<file path="src/rtl/pwm_pkg.sv">
// Shared definitions for the PWM generator and detector.
//   pwm_state_e        : FSM encoding (IDLE/HIGH/LOW)
//   DEFAULT_CNT_WIDTH  : default width of interval counts
package pwm_pkg;

  localparam int DEFAULT_CNT_WIDTH = 32;

  typedef enum logic [1:0] {
    ST_IDLE = 2'd0,
    ST_HIGH = 2'd1,
    ST_LOW  = 2'd2
  } pwm_state_e;

endpackage

</file>
<file path="src/rtl/pwm_shadow_regs.sv">
// Shadow/active double buffer for the PWM interval lengths.
//   clk, reset            : clock, synchronous active-high reset
//   load, high_in, low_in : software write strobe and requested lengths
//   apply                 : period boundary taken this cycle
//   active_high/low       : lengths governing the current period
//   next_high/low         : lengths that will govern the period a boundary starts
//   update_pending        : shadow holds values not yet applied
module pwm_shadow_regs
  import pwm_pkg::*;
#(
  parameter int CNT_WIDTH = DEFAULT_CNT_WIDTH
) (
  input  logic                 clk,
  input  logic                 reset,
  input  logic                 load,
  input  logic [CNT_WIDTH-1:0] high_in,
  input  logic [CNT_WIDTH-1:0] low_in,
  input  logic                 apply,
  output logic [CNT_WIDTH-1:0] active_high,
  output logic [CNT_WIDTH-1:0] active_low,
  output logic [CNT_WIDTH-1:0] next_high,
  output logic [CNT_WIDTH-1:0] next_low,
  output logic                 update_pending
);

  logic [CNT_WIDTH-1:0] shadow_high, shadow_low;

  // Only values loaded before the boundary cycle are visible here; a load
  // in the boundary cycle itself lands in the shadow for the next boundary.
  assign next_high = update_pending ? shadow_high : active_high;
  assign next_low  = update_pending ? shadow_low  : active_low;

  always_ff @(posedge clk) begin
    if (reset) begin
      shadow_high    <= '0;
      shadow_low     <= '0;
      active_high    <= '0;
      active_low     <= '0;
      update_pending <= 1'b0;
    end else begin
      if (apply && update_pending) begin
        active_high <= shadow_high;
        active_low  <= shadow_low;
      end
      if (load) begin
        shadow_high    <= high_in;
        shadow_low     <= low_in;
        update_pending <= 1'b1;
      end else if (apply) begin
        update_pending <= 1'b0;
      end
    end
  end

endmodule

</file>
<file path="src/rtl/pwm_generator.sv">
// Programmable PWM source: high and low phases last exactly the programmed
// number of clock cycles; new values take effect only at period boundaries.
//   clk, reset      : clock, synchronous active-high reset
//   enable          : 1 = run, 0 = idle with output low
//   load            : strobe capturing high_count_in/low_count_in
//   pwm_out         : registered PWM waveform
//   period_start    : pulse in the first cycle of each period
//   update_pending  : loaded values still waiting for a boundary
module pwm_generator
  import pwm_pkg::*;
#(
  parameter int CLK_FREQUENCY_HZ = 100000000,
  parameter int CNT_WIDTH        = DEFAULT_CNT_WIDTH
) (
  input  logic                 clk,
  input  logic                 reset,
  input  logic                 enable,
  input  logic                 load,
  input  logic [CNT_WIDTH-1:0] high_count_in,
  input  logic [CNT_WIDTH-1:0] low_count_in,
  output logic                 pwm_out,
  output logic                 period_start,
  output logic                 update_pending
);

  if (CLK_FREQUENCY_HZ <= 0) begin : g_bad_clk
    $error("pwm_generator: CLK_FREQUENCY_HZ must be positive");
  end

  pwm_state_e           state, bnd_state;
  logic [CNT_WIDTH-1:0] cnt;
  logic [CNT_WIDTH-1:0] active_high, active_low, next_high, next_low;
  logic                 at_end, boundary;

  pwm_shadow_regs #(.CNT_WIDTH(CNT_WIDTH)) u_shadow (
    .clk           (clk),
    .reset         (reset),
    .load          (load),
    .high_in       (high_count_in),
    .low_in        (low_count_in),
    .apply         (boundary),
    .active_high   (active_high),
    .active_low    (active_low),
    .next_high     (next_high),
    .next_low      (next_low),
    .update_pending(update_pending)
  );

  // A boundary is any point where a new period may begin: every enabled
  // IDLE cycle, the end of LOW, and the end of HIGH when there is no LOW
  // phase. The counter is compared by equality, so it never wraps.
  always_comb begin
    at_end   = (state == ST_HIGH && cnt == active_high) ||
               (state == ST_LOW  && cnt == active_low);
    boundary = enable && ((state == ST_IDLE) ||
               (at_end && !(state == ST_HIGH && active_low != '0)));
    if (next_high != '0)     bnd_state = ST_HIGH;
    else if (next_low != '0) bnd_state = ST_LOW;
    else                     bnd_state = ST_IDLE;
  end

  always_ff @(posedge clk) begin
    if (reset || !enable) begin
      state        <= ST_IDLE;
      cnt          <= '0;
      pwm_out      <= 1'b0;
      period_start <= 1'b0;
    end else if (boundary) begin
      state        <= bnd_state;
      cnt          <= (bnd_state == ST_IDLE) ? '0 : CNT_WIDTH'(1);
      pwm_out      <= (bnd_state == ST_HIGH);
      period_start <= (bnd_state != ST_IDLE);
    end else if (state == ST_HIGH && at_end) begin
      state        <= ST_LOW;
      cnt          <= CNT_WIDTH'(1);
      pwm_out      <= 1'b0;
      period_start <= 1'b0;
    end else begin
      cnt          <= cnt + CNT_WIDTH'(1);
      pwm_out      <= (state == ST_HIGH);
      period_start <= 1'b0;
    end
  end

endmodule

</file>
<file path="config.mk">
export PLATFORM = sky130hd
export DESIGN_NAME = pwm_generator
export DESIGN_NICKNAME = d
export VERILOG_FILES = /design/src/rtl/pwm_pkg.sv /design/src/rtl/pwm_shadow_regs.sv /design/src/rtl/pwm_generator.sv
export SDC_FILE = /design/constraint.sdc
export NUM_CORES = 1
export LEC_CHECK = 0
export BUFFER_PORTS_ARGS = -buffer_cell sky130_fd_sc_hd__buf_2
export CORE_MARGIN = 2
export CORE_UTILIZATION = 40
export DETAILED_ROUTE_END_ITERATION = 8
export HOLD_SLACK_MARGIN = 0.12
export PLACE_DENSITY_LB_ADDON = 0.12
export SETUP_SLACK_MARGIN = 0.3
export SYNTH_ARGS = -nofsm -noshare
export SYNTH_HDL_FRONTEND = slang
export SYNTH_SLANG_ARGS = --single-unit
</file>
<file path="constraint.sdc">
create_clock -name clk -period 4 [get_ports clk]
set_input_delay 0.8 -clock clk [delete_from_list [all_inputs] [get_ports clk]]
set_output_delay 0.8 -clock clk [all_outputs]
set_load 0.02 [all_outputs]
</file>
Word-level counts from Yosys, hierarchy flattened
Index checks and enable logic that the tools add are counted.
{"block": "totals", "ff_bits": 165, "latch_bits": 0, "ramBits": 0, "romBits": 0, "output_inout_bits": 3, "elab_cells": 50, "mem_count": 0}
{"block": "classes", "n_addsub": 1, "multipliers": 0, "div": 0, "n_lt_le_gt_ge": 0, "eq_ne": 5, "shifts": 0, "mux": 13, "bitwise_logic": 1, "reduce_logical": 21}
{"operator": "$mux W32", "n": 4}
{"operator": "$reduce_bool A32 Y1", "n": 3}
{"operator": "$eq A32 B32 Y1", "n": 2}
{"operator": "$add A32 B1 Y32 const B", "n": 1}
{"operator": "$mux W2", "n": 4}
{"operator": "$logic_and A1 B1 Y1", "n": 7}
{"operator": "$reduce_bool A2 Y1", "n": 3}
{"operator": "$mux W1", "n": 5}
{"operator": "$eq A2 B1 Y1 const B", "n": 2}
{"operator": "$logic_not A2 Y1", "n": 2}
{"operator": "$logic_or A1 B1 Y1", "n": 3}
{"operator": "$eq A2 B2 Y1 const B", "n": 1}
{"operator": "$logic_not A1 Y1", "n": 2}
{"operator": "$reduce_or A2 Y1", "n": 1}
{"operator": "$not A1 Y1", "n": 1}

Depth between registers and ports, before layout
{"block": "depth", "ltp_word": 8, "mapped_depth": 9, "ltp_nobuf": 7}

Cells and area by module
Synthesis repeated with hierarchy kept, for this count alone.
{"block": "unflattened", "hier_cells": 915, "hier_area_um2": 8529.4}
{"mod": "pwm_shadow_regs", "instances": 1, "cells_each": 572, "area_each_um2": 5795.6, "seq_area_each_um2": 2582.5}
{"mod": "pwm_generator", "instances": 1, "cells_each": 343, "area_each_um2": 2733.9, "seq_area_each_um2": 720.7}

Least setup slack after synthesis
No wires, ideal clock.
{"block": "synth_timing", "path_type": "reg-to-reg", "startpoint": "register u_shadow.update_pending", "endpoint": "register state[1]", "t_arrival_ns": 2.012, "t_required_ns": 3.928, "slack_ns": 1.917, "path_stages_with_launch": 7, "path_buffers": 0, "path_cell_list": "dfxtp_1 inv_1 or4_4 o22ai_2 nand3_2 or4_1 mux2i_1"}
{"block": "synth_via", "elab_chain_cells": 5}
{"item": "start: declaration", "line_no": "pwm_shadow_regs.sv:23", "text": "output logic update_pending"}
{"item": "start signal: assignment", "line_no": "pwm_shadow_regs.sv:39", "text": "update_pending <= 1'b0;"}
{"item": "start signal: assignment", "line_no": "pwm_shadow_regs.sv:48", "text": "update_pending <= 1'b1;"}
{"item": "start signal: assignment", "line_no": "pwm_shadow_regs.sv:50", "text": "update_pending <= 1'b0;"}
{"item": "$mux W32", "line_no": "pwm_shadow_regs.sv:31", "text": "assign next_low = update_pending ? shadow_low : active_low;"}
{"item": "$reduce_bool A32 Y1", "line_no": "pwm_generator.sv:58", "text": "else if (next_low != '0) bnd_state = ST_LOW;"}
{"item": "$mux W2", "line_no": "pwm_generator.sv:58"}
{"item": "$mux W2 (*)", "line_no": "pwm_generator.sv:57", "text": "if (next_high != '0) bnd_state = ST_HIGH;"}
{"item": "$mux W2 (*)", "line_no": "pwm_generator.sv:68", "text": "end else if (boundary) begin"}
{"item": "end signal: assignment", "line_no": "pwm_generator.sv:69", "text": "state <= bnd_state;"}
{"item": "end: declaration", "line_no": "pwm_generator.sv:30", "text": "pwm_state_e state, bnd_state;"}
Every way passes the cells marked *; elsewhere a longest branch is shown, timed or not.
A chain may end at the register's enable or synchronous reset.

Worst setup path in the final report
{"block": "layout_timing", "startpoint": "register cnt[12]", "endpoint": "register cnt[26]"}
{"block": "layout_via", "elab_chain_cells": 7}
{"item": "start: declaration", "line_no": "pwm_generator.sv:31", "text": "logic [CNT_WIDTH-1:0] cnt;"}
{"item": "start signal: assignment", "line_no": "pwm_generator.sv:70", "text": "cnt <= (bnd_state == ST_IDLE) ? '0 : CNT_WIDTH'(1);"}
{"item": "start signal: assignment", "line_no": "pwm_generator.sv:79", "text": "cnt <= cnt + CNT_WIDTH'(1);"}
{"item": "parallel branches: the longest is 6 deep, another holds $add A32 B1 Y32"}
{"item": "$mux W32 (*)", "line_no": "pwm_generator.sv:68"}
Mark *: on every way between the ends.

==> insert_results.sql <==
INSERT INTO impl_metrics (metric_group, metric, value, unit) VALUES
('clocking', 'cts-buffers-inserted', '17', ''),
('global_route', 'grt_overflow', '0', ''),
('finish', 'mostFrequentLayoutCells', 'sky130_fd_sc_hd__dfxtp_1, sky130_fd_sc_hd__mux2i_1, sky130_fd_sc_hd__nand2b_1', ''),
('power_and_ir_drop', 'power', '3.80', 'mW'),
('logic_synthesis', 'synth-seq-cells', '165', ''),
('place', 'post-place-ws', '1.12', 'ns'),
('global_route', 'grt_antenna_before_repair', '0', ''),
('setup_path', 'path_class', 'reg -> reg', ''),
('outcome', 'run_status', 'complete, no violations', ''),
('floorplan', 'placement_rows', '50', ''),
('floorplan', 'die_wd', '143', 'um'),
('place', 'place.gp.congestion', '0.958', ''),
('finish', 'final_net_count', '919', ''),
('floorplan', 'design.core.area', '0.0189', 'mm2'),
('power_and_ir_drop', 'ir_drop', '0.285', 'mV'),
('place', 'post-dp-hpwl', '13800', 'um'),
('logic_synthesis', 'synthesis.area', '0.00776', 'mm2'),
('sta', 'finalCriticalPeriod', '2.79', 'ns'),
('finish', 'utilization', '0.466', ''),
('floorplan', 'design.die.area', '0.0205', 'mm2'),
('sta', 'min_period_over_period', '0.696', ''),
('finish', 'drive_above_1_share', '0.126', ''),
('setup_path', 'critPathRequiredTime', '4.25', 'ns'),
('clocking', 'cts_buffer_depth', '2', ''),
('finish', 'antennaDiodeCount', '0', ''),
('sta', 'rsz0062_at_grt', 'no', ''),
('sta', 'timing.final.setup_violations', '0', ''),
('logic_synthesis', 'synth_fp_nets', '880', ''),
('floorplan', 'start_util', '0.411', ''),
('logic_synthesis', 'synth.lib_cells_used.distinct', '46', ''),
('power_and_ir_drop', 'cellPowerDensity', '431', 'mW/mm2'),
('drt', 'routedWlPerCell', '16.7', 'um'),
('min_path', 'tightest_hold_check_type', 'reg -> reg', ''),
('clocking', 'clock_tree_from_tritoncts', 'built', ''),
('finish', 'final_cell_area', '0.00881', 'mm2'),
('setup_path', 'worst_path_max_delay_cell', 'sky130_fd_sc_hd__nand3b_1', ''),
('drt', 'post-route-drc-count', '0', ''),
('drt', 'drt.antenna.violating_nets', '0', ''),
('logic_synthesis', 'synthesis.instances', '811', ''),
('sta', 'fmax', '0.359', 'GHz'),
('floorplan', 'dieHeight', '143', 'um'),
('drt', 'route.detailed.vias_per_inst', '5.09', ''),
('global_route', 'grt_pass1_wl', '30100', 'um'),
('power_and_ir_drop', 'power.leakage', '3.27', 'nW'),
('floorplan', 'boundaryPins', '71', ''),
('run', 'drv_cap', '0', ''),
('clocking', 'insertion_delay', '0.43', 'ns'),
('place', 'placed_area', '0.00821', 'mm2'),
('setup_path', 'worst_setup_path_end_kind', 'register', ''),
('setup_path', 'timing.critical_path.buf_inv', '0', ''),
('drt', 'dr_total_vias', '5713', ''),
('clocking', 'clk_pin_slew', '0.06', 'ns'),
('place', 'dp_cells', '1091', ''),
('sta', 'final.setup.tns', '0', 'ns'),
('logic_synthesis', 'syn_avg_cell_area', '9.57', 'um2'),
('finish', 'final_common_cell', 'sky130_fd_sc_hd__dfxtp_1', ''),
('logic_synthesis', 'ys.flop_type', 'sky130_fd_sc_hd__dfxtp_1', ''),
('logic_synthesis', 'ys_seq_area_frac', '0.425', ''),
('logic_synthesis', 'ys_warn_count', '0', ''),
('clocking', 'post_cts_buffers', '0', ''),
('setup_path', 'crit_fanout', '30', ''),
('global_route', 'global_router_s_overall_resource_usage', '0.190', ''),
('setup_path', 'critPathLaunchType', 'register', ''),
('logic_synthesis', 'async_reset_ff_frac', '0', ''),
('setup_path', 'cp_data_arrival_time', '3.04', 'ns'),
('global_route', 'number_of_global_route_vias_before_repair', '5694', ''),
('setup_path', 'critPathMaxStageDelay', '0.90', 'ns'),
('clocking', 'cts_hold_buffers', '0', ''),
('sta', 'clock_skew', '0.00795', 'ns'),
('logic_synthesis', 'synth-edff-count', '0', ''),
('sta', 'hold_viol', '0', '');
-- area by class of cell --
| cell class | instances | area (um2) |
|---|---|---|
| well taps | 260 | 325 |
| clock buffers | 23 | 478 |
| fillers | 1846 | 10100 |
| inverters | 2 | 7.51 |
| repair buffers | 73 | 390 |
| clock inverters | 9 | 125 |
| flip-flops and latches | 165 | 3300 |
| multi-input cells | 591 | 4180 |
-- worst reg2reg max path, stage by stage (launching register included) --
cell	delay [ns]
sky130_fd_sc_hd__dfxtp_1	0.53
sky130_fd_sc_hd__xnor2_1	0.17
sky130_fd_sc_hd__nand4_1	0.11
sky130_fd_sc_hd__nor4_1	0.44
sky130_fd_sc_hd__and3_1	0.29
sky130_fd_sc_hd__nand3b_1	0.90
sky130_fd_sc_hd__nor2_1	0.16
-- state kept, by name, indices dropped and copies added (netlist names) --
name / cells
cnt: 32
u_shadow.active_high: 32
u_shadow.active_low: 32
u_shadow.shadow_high: 32
u_shadow.shadow_low: 32
state: 2
period_start: 1
pwm_out: 1
u_shadow.update_pending: 1
-- power by group --
part | total, mW | switching, mW | internal (mW)
clock network | 1.67 | 0.641 | 1.03
registers | 1.77 | 0.0624 | 1.70
logic | 0.362 | 0.185 | 0.177
total | 3.80 | 0.888 | 2.91
-- metal layers --
metal | GRT usage | vias to the layer above | part of all wire | routed length, um
met5 | 0 | - | 0 | 0
met4 | 0.0857 | 0 | 0.034 | 633
met3 | 0.0367 | 34 | 0.040 | 741
met2 | 0.292 | 116 | 0.44 | 8260
met1 | 0.259 | 2722 | 0.49 | 9100
li1 | - | 2841 | - | -
-- final timing paths --
kind | end | slack [ns] | cells after the start | from
setup reg to reg | cnt[26]$_SDFF_PP0_ | 1.21 | 6 | cnt[12]$_SDFF_PP0_
hold reg to reg | u_shadow.active_high[10]$_SDFFE_PP0P_ | 0.50 | 2 | u_shadow.shadow_high[10]$_SDFFE_PP0P_
hold / removal | u_shadow.active_high[10]$_SDFFE_PP0P_ | 0.50 | 2 | u_shadow.shadow_high[10]$_SDFFE_PP0P_
setup / recovery | cnt[26]$_SDFF_PP0_ | 1.21 | 6 | cnt[12]$_SDFF_PP0_
-- cells in the mapped netlist, drive strengths merged (3+ instances only) --
master	n	area share
dfxtp	165	0.43
mux2i	129	0.17
nand2b	129	0.10
nor2	100	0.048
xnor2	71	0.080
clkbuf	34	0.017
nor4	33	0.027
nand4	26	0.021
xor2	22	0.025
buf	19	0.020
nand3	17	0.012
nand2	11	0.0053
nor3	10	0.0064
and3	9	0.0073
o21ai	4	0.0026
a21oi	3	0.0024
or4	3	0.0035
-- cell families after synthesis --
group	Yosys count	synth area share
DFF	165	0.425
muxes	129	0.166
and+or+nand+nor	353	0.249
buffers and inverters	55	0.0374
adders and majority gates	1	0.00161
xor gates and xnor gates	93	0.105
AOI/OAI and AO/OA	15	0.0153
(Power assumes the default switching activity.)
